<file path="src/rtl/pump_pkg.sv">
// Shared types and helpers for the pump scheduler slice.
package pump_pkg;

    localparam logic [1:0] ENC_IDLE = 2'd0;
    localparam logic [1:0] ENC_LEAD = 2'd1;
    localparam logic [1:0] ENC_LAG  = 2'd2;
    localparam logic [1:0] ENC_BOTH = 2'd3;

    typedef enum logic [1:0] {
        IDLE = ENC_IDLE,
        LEAD = ENC_LEAD,
        LAG  = ENC_LAG,
        BOTH = ENC_BOTH
    } state_t;

    // Bits needed to hold 0..maxval, never less than one.
    function automatic int unsigned cnt_width(input int unsigned maxval);
        if (maxval < 1)
            return 1;
        return $clog2(maxval + 1);
    endfunction

endpackage

</file>
<file path="src/rtl/pump_offtimer.sv">
// Per-pump anti-short-cycle timer: loads MIN_OFF on pump switch-off, counts down to zero.
module pump_offtimer
    import pump_pkg::*;
#(
    parameter int unsigned MIN_OFF = 4
) (
    input  logic clk,
    input  logic reset,
    input  logic load,
    output logic zero
);

    localparam int unsigned W = cnt_width(MIN_OFF);

    logic [W-1:0] count;

    always_ff @(posedge clk) begin
        if (reset)
            count <= '0;
        else if (load)
            count <= W'(MIN_OFF);
        else if (count != '0)
            count <= count - 1'b1;
    end

    assign zero = (count == '0);

endmodule

</file>
<file path="src/rtl/pump_scheduler.sv">
// Two-pump lead/lag scheduler with fault failover, lead rotation and off-time lockout.
// Optional lead run-time swap is enabled by defining PUMP_RUNTIME_SWAP_EN.
module pump_scheduler
    import pump_pkg::*;
#(
    parameter int unsigned MIN_OFF = 4,
    parameter int unsigned MAX_RUN = 16
) (
    input  logic clk,
    input  logic reset,
    input  logic req_one,
    input  logic req_two,
    input  logic fault1,
    input  logic fault2,
    output logic B1,
    output logic B2,
    output logic lead,
    output logic degraded,
    output logic alarm
);

    state_t     state, state_next;
    logic [1:0] want;
    logic       zero1, zero2;
    logic       ok1, ok2, ok_lead, ok_lag, fault_lag;
    logic       lead_next, b1_next, b2_next, b_lead, b_lag, deg_next;
    logic       swap;
    logic [1:0] n_on;

    assign ok1       = !fault1 && (B1 || zero1);
    assign ok2       = !fault2 && (B2 || zero2);
    assign ok_lead   = lead ? ok2 : ok1;
    assign ok_lag    = lead ? ok1 : ok2;
    assign fault_lag = lead ? fault1 : fault2;

    always_comb begin
        want = 2'd0;
        if (req_two)
            want = 2'd2;
        else if (req_one)
            want = 2'd1;

        state_next = IDLE;
        if (want == 2'd2 && ok_lead && ok_lag)
            state_next = BOTH;
        else if (want != 2'd0) begin
            if (ok_lead)
                state_next = LEAD;
            else if (ok_lag)
                state_next = LAG;
        end
    end

`ifdef PUMP_RUNTIME_SWAP_EN
    localparam int unsigned RW = cnt_width(MAX_RUN);

    logic [RW-1:0] run_cnt, run_cnt_next;

    // At the limit the counter holds until the lag pump is able to take over.
    always_comb begin
        swap         = 1'b0;
        run_cnt_next = '0;
        if (state == LEAD) begin
            if (run_cnt == RW'(MAX_RUN - 1)) begin
                if (ok_lag && state_next == LEAD)
                    swap = 1'b1;
                else
                    run_cnt_next = run_cnt;
            end else begin
                run_cnt_next = run_cnt + 1'b1;
            end
        end
    end

    always_ff @(posedge clk) begin
        if (reset)
            run_cnt <= '0;
        else
            run_cnt <= run_cnt_next;
    end
`else
    assign swap = 1'b0;
`endif

    always_comb begin
        lead_next = lead;
        if (swap)
            lead_next = !lead;
        else if ((state == LEAD || state == BOTH) && state_next == IDLE && !fault_lag)
            lead_next = !lead;

        b_lead = 1'b0;
        b_lag  = 1'b0;
        case (state_next)
            LEAD:    b_lead = 1'b1;
            LAG:     b_lag  = 1'b1;
            BOTH: begin
                b_lead = 1'b1;
                b_lag  = 1'b1;
            end
            default: ;
        endcase

        b1_next  = lead_next ? b_lag  : b_lead;
        b2_next  = lead_next ? b_lead : b_lag;
        n_on     = {1'b0, b1_next} + {1'b0, b2_next};
        deg_next = (want != 2'd0) && (n_on < want);
    end

    always_ff @(posedge clk) begin
        if (reset) begin
            state    <= IDLE;
            lead     <= 1'b0;
            B1       <= 1'b0;
            B2       <= 1'b0;
            degraded <= 1'b0;
            alarm    <= 1'b0;
        end else begin
            state    <= state_next;
            lead     <= lead_next;
            B1       <= b1_next;
            B2       <= b2_next;
            degraded <= deg_next;
            alarm    <= fault1 && fault2;
        end
    end

    pump_offtimer #(.MIN_OFF(MIN_OFF)) u_off1 (
        .clk   (clk),
        .reset (reset),
        .load  (B1 && !b1_next),
        .zero  (zero1)
    );

    pump_offtimer #(.MIN_OFF(MIN_OFF)) u_off2 (
        .clk   (clk),
        .reset (reset),
        .load  (B2 && !b2_next),
        .zero  (zero2)
    );

endmodule

</file>
<file path="config.mk">
export PLATFORM = sky130hd
export DESIGN_NAME = pump_scheduler
export DESIGN_NICKNAME = d
export VERILOG_FILES = /design/src/rtl/pump_pkg.sv /design/src/rtl/pump_offtimer.sv /design/src/rtl/pump_scheduler.sv
export SDC_FILE = /design/constraint.sdc
export NUM_CORES = 1
export LEC_CHECK = 0
export ABC_AREA = 1
export BUFFER_PORTS_ARGS = -buffer_cell sky130_fd_sc_hd__buf_4
export CAP_MARGIN = 5
export CORE_MARGIN = 1
export CORE_UTILIZATION = 30
export DETAILED_ROUTE_END_ITERATION = 6
export HOLD_SLACK_MARGIN = 0.12
export PLACE_DENSITY = 0.58
export REMOVE_ABC_BUFFERS = 1
export SYNTH_ARGS = -nofsm -noshare
export SYNTH_HDL_FRONTEND = slang
export SYNTH_SLANG_ARGS = --single-unit
export TNS_END_PERCENT = 50
</file>
<file path="constraint.sdc">
create_clock -name clk -period 2.8 [get_ports clk]
set_input_delay 0.56 -clock clk [delete_from_list [all_inputs] [get_ports clk]]
set_output_delay 0.56 -clock clk [all_outputs]
set_load 0.01 [all_outputs]
</file>
# Yosys cells after proc, flatten, opt, wreduce, memory -nomap -nowiden

Index checks and enable logic that the tools add are counted.

Mux-type cells: 18
Add/subtract/negate cells: 3
Reductions and logical operators: 31
$lt $le $gt $ge: 1
Equal/unequal tests: 6

Operators by type and width:

| kind                  | count |
|---|---|
| $mux W3               | 4 |
| $logic_and A1 B1 Y1   | 10 |
| $mux W2               | 5 |
| $mux W1               | 9 |
| $eq A2 B2 Y1 const B  | 4 |
| $reduce_or A2 Y1      | 4 |
| $logic_not A1 Y1      | 6 |
| $logic_not A3 Y1      | 2 |
| $reduce_bool A2 Y1    | 3 |
| $reduce_bool A3 Y1    | 2 |
| $sub A3 B1 Y3 const B | 2 |
| $eq A2 B1 Y1 const B  | 2 |
| $logic_or A1 B1 Y1    | 3 |
| $add A1 B1 Y2         | 1 |
| $logic_not A2 Y1      | 1 |
| $lt A2 B2 Y1          | 1 |

Register bits: 13
Input bits: 6
Word-level logic and storage cells: 69

# Logic depth before layout (Yosys ltp)

Gate-level depths: netlist of run 1.

Word-level depth: 16
Gate-level depth with buffers: 13
Mapped depth without buffers: 13

# Hierarchy

Synthesis of run 1 repeated with hierarchy kept, for this count alone.

Cell total of the unflattened synthesis: 104
Area total of the unflattened synthesis: 724.4 um2

Modules (own cells, without submodules):

| module         | area each (um2) | cells each | times used | seq. area each (um2) |
|---|---|---|---|---|
| pump_scheduler | 374.1           | 52         | 1          | 120.1 |
| pump_offtimer  | 175.2           | 26         | 2          | 60.1 |

# Least setup slack after synthesis of run 1

Ideal clock, no wire load.

Kind: register to register
Start point: reg u_off1.count[0]
End point: reg degraded
Library setup time: 0.115 ns
Stages on the path, launching flop included: 12
Buffers on the path: 0
Required time: 2.685 ns
Slack: 0.873 ns
Data arrival time: 1.813 ns
Cell sequence: dfxtp_1 > inv_1 > ha_1 > nand2_2 > a21oi_2 > nor2_1 > nor2_4 > nand2_1 > inv_1 > ha_1 > ha_1 > a2111oi_0

Longest elaborated chain between the ends: 16
Elaborated cells between the ends (all ways): 27
Those cells by class: add/sub (1); order compare (1); eq/ne (3); mux (11); reduce/logical (11)

RTL lines:

| what                              | line                                         | source |
|---|---|---|
| start: declaration                | pump_offtimer.sv:15                          | `logic [W-1:0] count;` |
| start signal: assignment          | pump_offtimer.sv:21                          | `count <= W'(MIN_OFF);` |
| start signal: assignment          | pump_offtimer.sv:23                          | `count <= count - 1'b1;` |
| $logic_not A3 Y1 (*)              | pump_offtimer.sv:26                          | `assign zero = (count == '0);` |
| $logic_or A1 B1 Y1 (*)            | pump_scheduler.sv:30                         | `assign ok1 = !fault1 && (B1 \|\| zero1);` |
| $logic_and A1 B1 Y1 (*)           | pump_scheduler.sv:30                         |  |
| $mux W1                           | pump_scheduler.sv:33                         | `assign ok_lag = lead ? ok1 : ok2;` |
| $mux W2                           | pump_scheduler.sv:49                         | `else if (ok_lag)` |
| $mux W2                           | pump_scheduler.sv:47                         | `if (ok_lead)` |
| $mux W2                           | pump_scheduler.sv:46                         | `else if (want != 2'd0) begin` |
| $mux W2 (*)                       | pump_scheduler.sv:44                         | `if (want == 2'd2 && ok_lead && ok_lag)` |
| named net state_next[1]           | pump_scheduler.sv:22                         | `state_t state, state_next;` |
| $logic_not A2 Y1                  | pump_scheduler.sv:89                         | `else if ((state == LEAD \|\| state == BOTH) && state_next == IDLE && !fault_lag)` |
| $logic_and A1 B1 Y1 (2 in series) | pump_scheduler.sv:89                         |  |
| $mux W1                           | pump_scheduler.sv:89                         |  |
| $mux W1 (on tied branches)        | pump_scheduler.sv:104, pump_scheduler.sv:105 |  |
| $add A1 B1 Y2 (*)                 | pump_scheduler.sv:106                        | `n_on = {1'b0, b1_next} + {1'b0, b2_next};` |
| $lt A2 B2 Y1 (*)                  | pump_scheduler.sv:107                        | `deg_next = (want != 2'd0) && (n_on < want);` |
| $logic_and A1 B1 Y1 (*)           | pump_scheduler.sv:107                        |  |
| end signal: assignment            | pump_scheduler.sv:123                        | `degraded <= deg_next;` |
| end: declaration                  | pump_scheduler.sv:18                         | `output logic degraded,` |

Mark *: on every way through the listed nets, which the timed path passes. The rest lies on a longest branch.
A chain may end at the register's enable or synchronous reset.

# Worst setup path after layout of run 1

Ends and elaborated chain as after synthesis.

==> metrics.md, run 1 <==
| Metric | Value |
|---|---|
| Status | `complete, no violations` |
| IO Pins | `11` |
| Pin slew with the least headroom to its limit | `0.302 ns` |
| Worst slew margin | `79.3%` |
| Register bit total from synthesis | `12` |
| CTS H-tree depth | `1` |
| Post-synthesis cell area | `693 um^2` |
| Post-Synth Simple-Gate Area | `30.5%` |
| TritonCTS clock tree | `done` |
| Reg2Reg Capture Point | `degraded` |
| Initial antenna violation count | `0` |
| Final setup fails | `0` |
| VDD IR max | `479 uV` |
| Total GRT Usage | `12.3%` |
| Die X | `50.1 um` |
| Portion of netlist area occupied by mux cells | `0%` |
| Warning count from the yosys run | `0` |
| P_sw | `302 uW` |
| Post-synthesis adder-cell area fraction | `12.6%` |
| Setup skew after layout | `0.00366 ns` |
| Vias in the first global route | `506` |
| Pwr Density | `902 nW/um^2` |
| Compound-cell area share of the yosys netlist | `10.5%` |
| Seq/Total Area, Yosys | `34.7%` |
| Post-Syn Area per Cell | `7.88 um^2` |
| Hold Crit Class | `flip-flop to flip-flop` |
| GP Congestion | `0.741` |
| Setup crit start kind | `flip-flop` |
| Area leader, netlist | `dfxtp_1` |
| Post-synth cell types | `22` |
| ANT cells | `0` |
| RSZ-0062 raised after global routing | `false` |
| Fin Setup TNS | `0 ns` |
| WS Path Type | `flip-flop to flip-flop` |
| Synth-to-Final Area Change | `20.6%` |
| Clk_lat worst skew | `0.28 ns` |
| Combinational Power Share | `48.8%` |
| Number of cells in the design after placement | `125` |
| # DRC | `0` |
| Core ar. | `2190 um^2` |
| Post-Layout Inst Area | `836 um^2` |
| P_leak | `0.000397 uW` |
| PostCTS Resize Cnt | `0` |
| WL/cell | `9.26 um` |
| Post-DP HPWL | `942 um` |
| Largest net degree at the start of global routing | `10` |
| Gate Count Post-Synth | `88` |
| Num rows | `17` |
| Initial Util | `31.6%` |
| Most frequent cells in the layout | `inv_1, dfxtp_1, nor2_1` |
| Clock Sink Count | `12` |
| Share of layout cells above drive strength 1 | `28.7%` |
| R2R depth | `11` |
| Hold path cells | `1` |
| Clk buf depth | `2` |
| Int Pwr | `452 uW` |
| Die Footprint | `2510 um^2` |
| Final std cells w/o fill | `129` |
| Initial drt markers | `7` |
| Hold buffers post-CTS | `0` |
| Synth top area cells | `dfxtp_1, ha_1, inv_1, nor2_1, nand3_2` |
| # fillers | `238` |
| Final core area utilization | `38.1%` |
| Setup slack, reg-to-reg | `0.74 ns` |
| Detail Route Antenna Nets | `0` |
| Max Fclk | `0.486 GHz` |
| Hold EP | `lead` |
| Worst Path Arrival | `2.23 ns` |
| Fin nets | `115` |
| Min-Delay Startpoint | `state[0]` |
| Max-slew violation count | `0` |
| Hold Fails Final Rpt | `0` |
| DRT Wirelength | `1190 um` |
| Total area of sequential cells | `240 um^2` |
| Clock share of power | `18.7%` |
| First-pass GRT wire length | `2140 um` |
| Crit share post-route | `73.5%` |
| Grt total ovfl | `0` |
| Switching Share | `40.1%` |
| Clock Tree Root | `clkbuf_4` |
| Die height | `50.1 um` |
| Reg clk slew, reported paths | `0.08 ns` |
| Maxcap violations | `0` |
| XOR/XNOR share of the synthesized area | `2.53%` |
| Most common cell after layout, fill and taps aside | `inv_1` |
| CP Capture Type | `flip-flop` |
| Reg2reg start | `u_off1.count[0]` |
| PortBufs | `10` |
| Total power | `754 uW` |
| Post-CTS Setup Inserts | `0` |
| CTS Buf Count | `3` |
| Vias per std cell | `4.53` |
| Largest family of logic cells by synthesized area | `simple AND/OR/NAND/NOR gates` |
| WP data required | `2.97 ns` |
| Detailed-router iteration count before antenna repair | `3` |
| Register share of total power | `32.5%` |
| Post-route minimum period | `2.06 ns` |
| Worst Path Max Fanout | `5` |
| Synth top area share | `34.7%` |
| Placed Instance Area | `800 um^2` |
| Multi-input gate area | `389 um^2` |
| Routed vias | `585` |
==> logic make-up (layout without fill, tap and decap cells) <==
kind of cell,after synthesis,count (layout)
flip-flops,12,12
AO/OA/AOI/OAI,12,12
XOR/XNOR,2,2
buffers and inverters,17,30
adder cells (fa/ha/maj),7,7
AND/OR/NAND/NOR,38,38
==> flip-flops by register name (all words and copies together), names as in the netlist <==
signal	cells
B2	1
B1	1
u_off2.count	3
lead	1
u_off1.count	3
alarm	1
state	1
degraded	1
==> per-layer routing <==
layer / global-route usage, % / wire, um / vias to the layer above
met5: 0 / 0 / -
met4: 10.0 / 32 / 0
met3: 6.17 / 68 / 4
met2: 16.4 / 545 / 13
met1: 14.3 / 547 / 257
li1: - / - / 311
==> worst max path at each step <==
stage	start	cells after the start	slack, ns	endpoint
4_1_cts	u_off1.count[0]	11	0.69	degraded
2_1_floorplan	u_off1.count[0]	11	0.87	degraded
3_3_place_gp	fault2	10	0.68	degraded
5_1_grt	u_off1.count[1]	11	0.51	degraded
3_5_place_dp	fault2	10	0.64	degraded
6_report	u_off1.count[0]	11	0.74	degraded
==> power by group through the flow <==
stage	Sequential [uW]	Combinational (uW)	Clock, uW
CTS	245	375	149
global placement	248	366	0
detailed placement	249	373	0
finish	245	368	141
floorplan	250	301	0
global route	250	435	158
==> Yosys cell counts, drive strengths merged <==
| cell | count |
|---|---|
| nand3b | 1 |
| dfxtp | 12 |
| nor2 | 13 |
| nand4 | 1 |
| inv | 16 |
| xor2 | 2 |
| nor3 | 1 |
| a2111oi | 1 |
| nand2 | 15 |
| ha | 7 |
| nand3 | 7 |
| clkbuf | 1 |
| a21oi | 7 |
| a31oi | 1 |
| o21ai | 2 |
| a311oi | 1 |
==> metrics by stage <==
stage	setup WS (ns)	hold slack [ns]
finish	0.743	0.455
global route	0.509	0.480
CTS	0.692	0.457
detailed placement	0.643	0.440
global placement	0.678	0.444
floorplan	0.873	0.422
==> cell type report <==
type / count / share of cell area [%]
Clock buffer: 4 / 4.34
Inverter: 16 / 7.19
Multi-Input combinational cell: 59 / 46.6
Sequential cell: 12 / 28.7
Tap cell: 28 / 4.19
Timing Repair Buffer: 10 / 8.98
==> worst max-delay path: stages, from the launching register on <==
cell and delay [ns]:
dfxtp_1 0.31, inv_1 0.07, ha_1 0.22, nand2_2 0.12, a21oi_2 0.07, nor2_1 0.17, nor2_4 0.07, nand2_1 0.08
inv_1 0.04, ha_1 0.17, ha_1 0.26, a2111oi_0 0.36
Note: power is estimated with default switching activity, not from simulation.
==> inputs of run 2 (changes only) <==
--- a/config.mk
+++ b/config.mk
@@ -5,14 +5,14 @@
 export SDC_FILE = /design/constraint.sdc
 export NUM_CORES = 1
 export LEC_CHECK = 0
-export ABC_AREA = 1
+export ABC_AREA = 0
 export BUFFER_PORTS_ARGS = -buffer_cell sky130_fd_sc_hd__buf_4
 export CAP_MARGIN = 5
 export CORE_MARGIN = 1
 export CORE_UTILIZATION = 30
 export DETAILED_ROUTE_END_ITERATION = 6
 export HOLD_SLACK_MARGIN = 0.12
-export PLACE_DENSITY = 0.58
+export PLACE_DENSITY = 0.59
 export REMOVE_ABC_BUFFERS = 1
 export SYNTH_ARGS = -nofsm -noshare
 export SYNTH_HDL_FRONTEND = slang
==> constraint.sdc (replaced) <==
create_clock -name clk -period 1.8 [get_ports clk]
set_input_delay 0.36 -clock clk [delete_from_list [all_inputs] [get_ports clk]]
set_output_delay 0.36 -clock clk [all_outputs]
set_load 0.01 [all_outputs]
==> run 2 against run 1 <==
  * Clock skew is 0.0016 ns lower
  * Clock power is 20% higher
  * The flow now finishes with violations (negative setup slack)
  * Cell area is 43% higher
==> metrics.md, run 2 <==
| Metric | Value |
|---|---|
| Pwr Density | `1460 nW/um^2 (+61%)` |
| Share of layout cells above drive strength 1 | `58.7% (+30 points)` |
| Post-Syn Area per Cell | `8.95 um^2 (+14%)` |
| Grt total ovfl | `0 (unchanged)` |
| Crit share post-route | `101% (+27 points)` |
| Synth top area share | `31.9% (-2.7 points)` |
| CTS H-tree depth | `1 (unchanged)` |
| Die Footprint | `2710 um^2 (+8.1%)` |
| Setup skew after layout | `0.00204 ns (-0.00162 ns)` |
| Hold path cells | `2 (+1)` |
| Vias in the first global route | `702 (+39%)` |
| CP Capture Type | `flip-flop` |
| RSZ-0062 raised after global routing | `true` |
| Ys flop type | `dfxtp_1` |
| # DRC | `0 (unchanged)` |
| Post-synthesis cell area | `752 um^2 (+8.5%)` |
| ANT cells | `0 (unchanged)` |
| Top flop regs | `u_off1.count (3), u_off2.count (3)` |
| Clk_lat worst skew | `0.27 ns (about the same)` |
| Worst slew margin | `69.9% (-9.4 points)` |
| Register bit total from synthesis | `12 (unchanged)` |
| Post-DP HPWL | `1260 um (+34%)` |
| Hold Crit Class | `input port to flip-flop` |
| Max-slew violation count | `0 (unchanged)` |
| Setup slack, reg-to-reg | `-0.02 ns (-0.76 ns)` |
| Detail Route Antenna Nets | `0 (unchanged)` |
| Clk buf depth | `2 (unchanged)` |
| PnR worst setup slack | `-0.0154 ns (-0.758 ns)` |
| Initial Util | `32.7% (+1.1 points)` |
| Number of flops mapped to enable cells by yosys | `0 (unchanged)` |
| Worst Path Arrival | `2.01 ns (-0.22 ns)` |
| Num rows | `17 (unchanged)` |
| Reg clk slew, reported paths | `0.08 ns (about the same)` |
| Post-synth cell types | `34 (+55%)` |
| Initial drt markers | `18 (+11)` |
| Routed vias | `730 (+25%)` |
| Total power | `1740 uW (+130%)` |
| Initial antenna violation count | `0 (unchanged)` |
| Total GRT Usage | `15.9% (+3.6 points)` |
| Warning count from the yosys run | `0 (unchanged)` |
| Reg2Reg Capture Point | `degraded` |
| R2R depth | `9 (-2)` |
| Synth top cells by count | `dfxtp_1, nor2_1, ha_1, inv_1, o21ai_0` |
| TritonCTS clock tree | `done` |
| GP Congestion | `0.809 (+9.1%)` |
| Most common cell after layout, fill and taps aside | `buf_4` |
| Hold EP | `u_off1.count[1]` |
| Violated checks | `negative setup slack` |
| WP data required | `1.99 ns (-0.98 ns)` |
| Max Fclk | `0.551 GHz (+13%)` |
| Detailed-router iteration count before antenna repair | `4 (+1)` |
| Core ar. | `2300 um^2 (+4.9%)` |
| Status | `finished, violations left` |
| Ys async rst share | `0% (unchanged)` |
| WS Path Type | `flip-flop to flip-flop` |
| WL/cell | `12.5 um (+35%)` |
| Die height | `52.1 um (+4.0%)` |
| Synth top area cells | `dfxtp_1, ha_1, nor2_1, a2111oi_4, inv_1` |
| Pin slew with the least headroom to its limit | `0.450 ns (+0.148 ns)` |
| VDD IR max | `826 uV (+73%)` |
| Vias per std cell | `4.90 (+8.0%)` |
| Reg2reg start | `u_off2.count[1]` |
| Fin nets | `136 (+18%)` |
| Area leader, netlist | `dfxtp_1` |
| Final core area utilization | `51.9% (+14 points)` |
| Largest net degree at the start of global routing | `13 (+3)` |
| Clock Sink Count | `12 (unchanged)` |
| Maxcap violations | `0 (unchanged)` |
| Synth-to-Final Area Change | `58.6%` |
| Post-route minimum period | `1.82 ns (-0.242 ns)` |
| DRT Wirelength | `1870 um (+56%)` |
| Hold_ws | `0.370 ns (-0.0845 ns)` |
| First-pass GRT wire length | `3150 um (+47%)` |
| Die X | `52.1 um (+4.0%)` |
| Clock Tree Root | `clkbuf_4` |
| Hold Fails Final Rpt | `0 (unchanged)` |
| PortBufs | `10 (unchanged)` |
| Setup crit start kind | `flip-flop` |
| # fillers | `205 (-14%)` |
| Seq/Total Area, Yosys | `31.9% (-2.7 points)` |
| Final setup fails | `1 (+1)` |
| P_leak | `0.000510 uW (+29%)` |
| Most frequent cells in the layout | `buf_4, nor2_1, dfxtp_1` |
| Pre-CTS setup slack | `-0.206 ns (-0.849 ns)` |
| Gate Count Post-Synth | `84 (-4.5%)` |
| Worst Path Max Fanout | `3 (-2)` |
| CTS Buf Count | `3 (unchanged)` |
| Min-Delay Startpoint | `reset` |
| IO Pins | `11 (unchanged)` |
## run 2: cell types whose count changed after synthesis, moves of 3 or more
cell     before  now
nand2_2       4    0
a21oi_1       6    1
inv_1        13    7
o21ai_0       2    5
nor3_1        1    4
nand3_2       4    0
nand2_1       9    1
## run 2: critical path: stages (launching register included)
cell	delay, ns
dfxtp_2	0.33
inv_2	0.07
ha_4	0.14
nor2b_4	0.15
o211ai_2	0.11
and2_4	0.18
or2_4	0.25
ha_4	0.21
o21ai_2	0.11
nor4b_4	0.18
## run 2: kinds of logic after synthesis
group / Yosys count / synth area share (%)
compound gates: 22 / 25.0
xor+xnor: 2 / 2.33
fa+ha+maj: 7 / 11.6
buf+inv: 10 / 5.16
flops: 12 / 31.9
mux: 2 / 2.99
simple gates: 29 / 21.0
## run 2: how the worst max path moves through the flow
stage,start,to
floorplan,u_off2.count[0],degraded
global placement,req_one,degraded
detailed placement,u_off2.count[1],degraded
CTS,u_off1.count[1],degraded
global route,u_off2.count[1],degraded
finish,u_off2.count[1],degraded
## run 2: repair_timing
item	4_1_cts	5_1_grt
endpoints found under the setup margin	2	1
pin swaps	9	9
setup buffers	3	4
hold buffers	0	0
cloned	0	0
resized for setup	26	2
## run 2: layout make-up
class / instances / area (um^2) / area share, %
Clock buffer: 3 / 22.5 / 1.89
Inverter: 8 / 30.0 / 2.52
Multi-Input combinational cell: 62 / 587 / 49.2
Sequential cell: 12 / 244 / 20.5
Tap cell: 28 / 35.0 / 2.94
Timing Repair Buffer: 36 / 274 / 23.0
## run 2: per-layer routing
layer  wire, um  GRT usage (%)  vias up
met5          0              0        -
met4          0           1.35        0
met3         75           5.56        0
met2        922           26.5       16
met1        870           20.2      344
li1           -              -      370
## run 2: per-stage QoR
| stage | TNS (ns) | instances | cell area (um^2) |
|---|---|---|---|
| 2_1_floorplan | -0.112 | 82 | 743 |
| 3_3_place_gp | -0.137 | 139 | 996 |
| 3_5_place_dp | -0.206 | 139 | 996 |
| 4_1_cts | -0.0317 | 145 | 1150 |
| 5_1_grt | -0.104 | 149 | 1190 |
| 6_report | -0.0154 | 149 | 1190 |
## run 2: where the power goes
part	switching (uW)	internal, uW	total [uW]
Combinational	481	682	1160
Clock	91.6	77.5	169
Sequential	59.9	345	405
Total	632	1100	1740
==> inputs of run 3 (changes only) <==
--- a/config.mk
+++ b/config.mk
@@ -14,6 +14,7 @@
 export HOLD_SLACK_MARGIN = 0.12
 export PLACE_DENSITY = 0.59
 export REMOVE_ABC_BUFFERS = 1
+export SKIP_LAST_GASP = 1
 export SYNTH_ARGS = -nofsm -noshare
 export SYNTH_HDL_FRONTEND = slang
 export SYNTH_SLANG_ARGS = --single-unit
==> run 3 against run 2 <==
  * The flow still finishes with violations (negative setup slack)
  * Non-clock buffer count unchanged
  * Clock skew unchanged
  * Total power unchanged
  * Critical endpoint unchanged
==> metrics.md, run 3 (synthesized netlist as in run 2, its figures left out) <==
| Metric | Value |
|---|---|
| CP Capture Type | `flip-flop` |
| Register share of total power | `23.3% (about the same)` |
| Max-slew violation count | `0 (unchanged)` |
| Die Footprint | `2710 um^2 (unchanged)` |
| Pwr Density | `1460 nW/um^2 (unchanged)` |
| Hold Crit Class | `input port to flip-flop` |
| Initial antenna violation count | `0 (unchanged)` |
| Share of layout cells above drive strength 1 | `58.7% (unchanged)` |
| Max Fclk | `0.551 GHz (unchanged)` |
| Setup crit start kind | `flip-flop` |
| Clk buf depth | `2 (unchanged)` |
| Min-Delay Startpoint | `reset` |
| Detailed-router iteration count before antenna repair | `4 (unchanged)` |
| ANT cells | `0 (unchanged)` |
| Setup slack, reg-to-reg | `-0.02 ns (about the same)` |
| Most frequent cells in the layout | `buf_4, nor2_1, dfxtp_1` |
| Hold buffers post-CTS | `0 (unchanged)` |
| Critical Path Source | `u_off2.count[1]` |
| # fillers | `205 (unchanged)` |
| Hold_ws | `0.370 ns (unchanged)` |
| Grt met2 use | `26.5% (unchanged)` |
| Post-DP HPWL | `1260 um (unchanged)` |
| Most common cell after layout, fill and taps aside | `buf_4` |
| Setup skew after layout | `0.00204 ns (unchanged)` |
| Fin nets | `136 (unchanged)` |
| Reg2reg start | `u_off2.count[1]` |
| Total GRT Usage | `15.9% (unchanged)` |
| Initial drt markers | `18 (unchanged)` |
| GP Congestion | `0.809 (unchanged)` |
| GR Util met3 | `5.56% (unchanged)` |
| Busiest grt layer | `met2` |
| First-pass GRT wire length | `3150 um (unchanged)` |
| Clock Sink Count | `12 (unchanged)` |
| Synth-to-Final Area Change | `58.6% (unchanged)` |
| Worst Path Max Fanout | `3 (unchanged)` |
| Clock share of power | `9.7% (about the same)` |
| Final core area utilization | `51.9% (unchanged)` |
| PortBufs | `10 (unchanged)` |
| CTS Buf Count | `3 (unchanged)` |
| WP data required | `1.99 ns (about the same)` |
| Crit share post-route | `101% (unchanged)` |
| IO Pins | `11 (unchanged)` |
| Maxcap violations | `0 (unchanged)` |
| Die height | `52.1 um (unchanged)` |
| VDD IR max | `826 uV (unchanged)` |
| Initial Util | `32.7% (unchanged)` |
| Hold Fails Final Rpt | `0 (unchanged)` |
| CTS H-tree depth | `1 (unchanged)` |
| TritonCTS clock tree | `done` |
| Vias per std cell | `4.90 (unchanged)` |
| Reg clk slew, reported paths | `0.08 ns (about the same)` |
| RSZ-0062 raised after global routing | `true` |
| DRT Wirelength | `1870 um (unchanged)` |
| Routed vias | `730 (unchanged)` |
| Worst slew margin | `69.9% (unchanged)` |
| Total area of sequential cells | `244 um^2 (unchanged)` |
| Clk_lat worst skew | `0.27 ns (about the same)` |
| Switching Share | `36.4% (unchanged)` |
| Num rows | `17 (unchanged)` |
| Int Pwr | `1100 uW (unchanged)` |
| Combinational Power Share | `67.0% (about the same)` |
| WL/cell | `12.5 um (unchanged)` |
| Status | `finished, violations left` |
| Detail Route Antenna Nets | `0 (unchanged)` |
| Pin slew with the least headroom to its limit | `0.450 ns (unchanged)` |
| Vias in the first global route | `702 (unchanged)` |
| P_leak | `0.000510 uW (unchanged)` |
| Grt total ovfl | `0 (unchanged)` |
| Largest net degree at the start of global routing | `13 (unchanged)` |
| Post-route minimum period | `1.82 ns (unchanged)` |
| # DRC | `0 (unchanged)` |
| Multi-input gate area | `587 um^2 (unchanged)` |
| WS Path Type | `flip-flop to flip-flop` |
| Top flop regs | `u_off1.count (3), u_off2.count (3)` |
| Worst Path Arrival | `2.01 ns (about the same)` |
| Met1 Use GR | `20.2% (unchanged)` |
| Final setup fails | `1 (unchanged)` |
| Clock Tree Root | `clkbuf_4` |
| PnR worst setup slack | `-0.0154 ns (unchanged)` |
| Die X | `52.1 um (unchanged)` |
| Violated checks | `negative setup slack` |
| P_sw | `632 uW (unchanged)` |
| Core ar. | `2300 um^2 (unchanged)` |
## run 3: cell counts in the layout (fill, tap and decap cells not counted)
No cell type changed its count.
## run 3: worst paths after layout
kind         depth (start not counted)         endpoint
max                                  9         degraded
min                                  2  u_off1.count[1]
max reg2reg                          9         degraded
min reg2reg                          2             lead
## run 3: layout make-up
type | count | area share (%)
Clock buffer | 3 | 1.89
Inverter | 8 | 2.52
Multi-Input combinational cell | 62 | 49.2
Sequential cell | 12 | 20.5
Tap cell | 28 | 2.94
Timing Repair Buffer | 36 | 23.0
## run 3: worst max-delay path, stage by stage (launching register included)
cell and delay (ns):
dfxtp_2 0.33, inv_2 0.07, ha_4 0.14, nor2b_4 0.15, o211ai_2 0.11, and2_4 0.18
or2_4 0.25, ha_4 0.21, o21ai_2 0.11, nor4b_4 0.18
## run 3: metal layers
layer | up-vias | share of wire (%)
met5 | - | 0
met1 | 344 | 47
met3 | 0 | 4.0
met2 | 16 | 49
met4 | 0 | 0
li1 | 370 | -
## run 3: power groups by stage
| stage | clock [uW] | sequential (uW) | combinational (uW) |
|---|---|---|---|
| 6_report | 169 | 405 | 1160 |
| 5_1_grt | 194 | 414 | 1260 |
| 4_1_cts | 178 | 403 | 1070 |
| 3_5_place_dp | 0 | 395 | 859 |
| 3_3_place_gp | 0 | 391 | 844 |
| 2_1_floorplan | 0 | 396 | 517 |
## run 3: metrics by stage
step / cells / TNS, ns / setup WS [ns] / power [uW] / area, um^2
detailed placement: 139 / -0.206 / -0.206 / 1250 / 996
floorplan: 82 / -0.112 / -0.112 / 912 / 743
global placement: 139 / -0.137 / -0.137 / 1240 / 996
finish: 149 / -0.0154 / -0.0154 / 1740 / 1190
CTS: 145 / -0.0317 / -0.0317 / 1650 / 1150
global route: 149 / -0.104 / -0.0926 / 1870 / 1190
## run 3: what timing repair did
action / 4_1_cts / 5_1_grt
endpoints found under the setup margin: 2 / 1
pin swaps: 9 / 9
resized for setup: 26 / 2
buffers inserted: 3 / 4
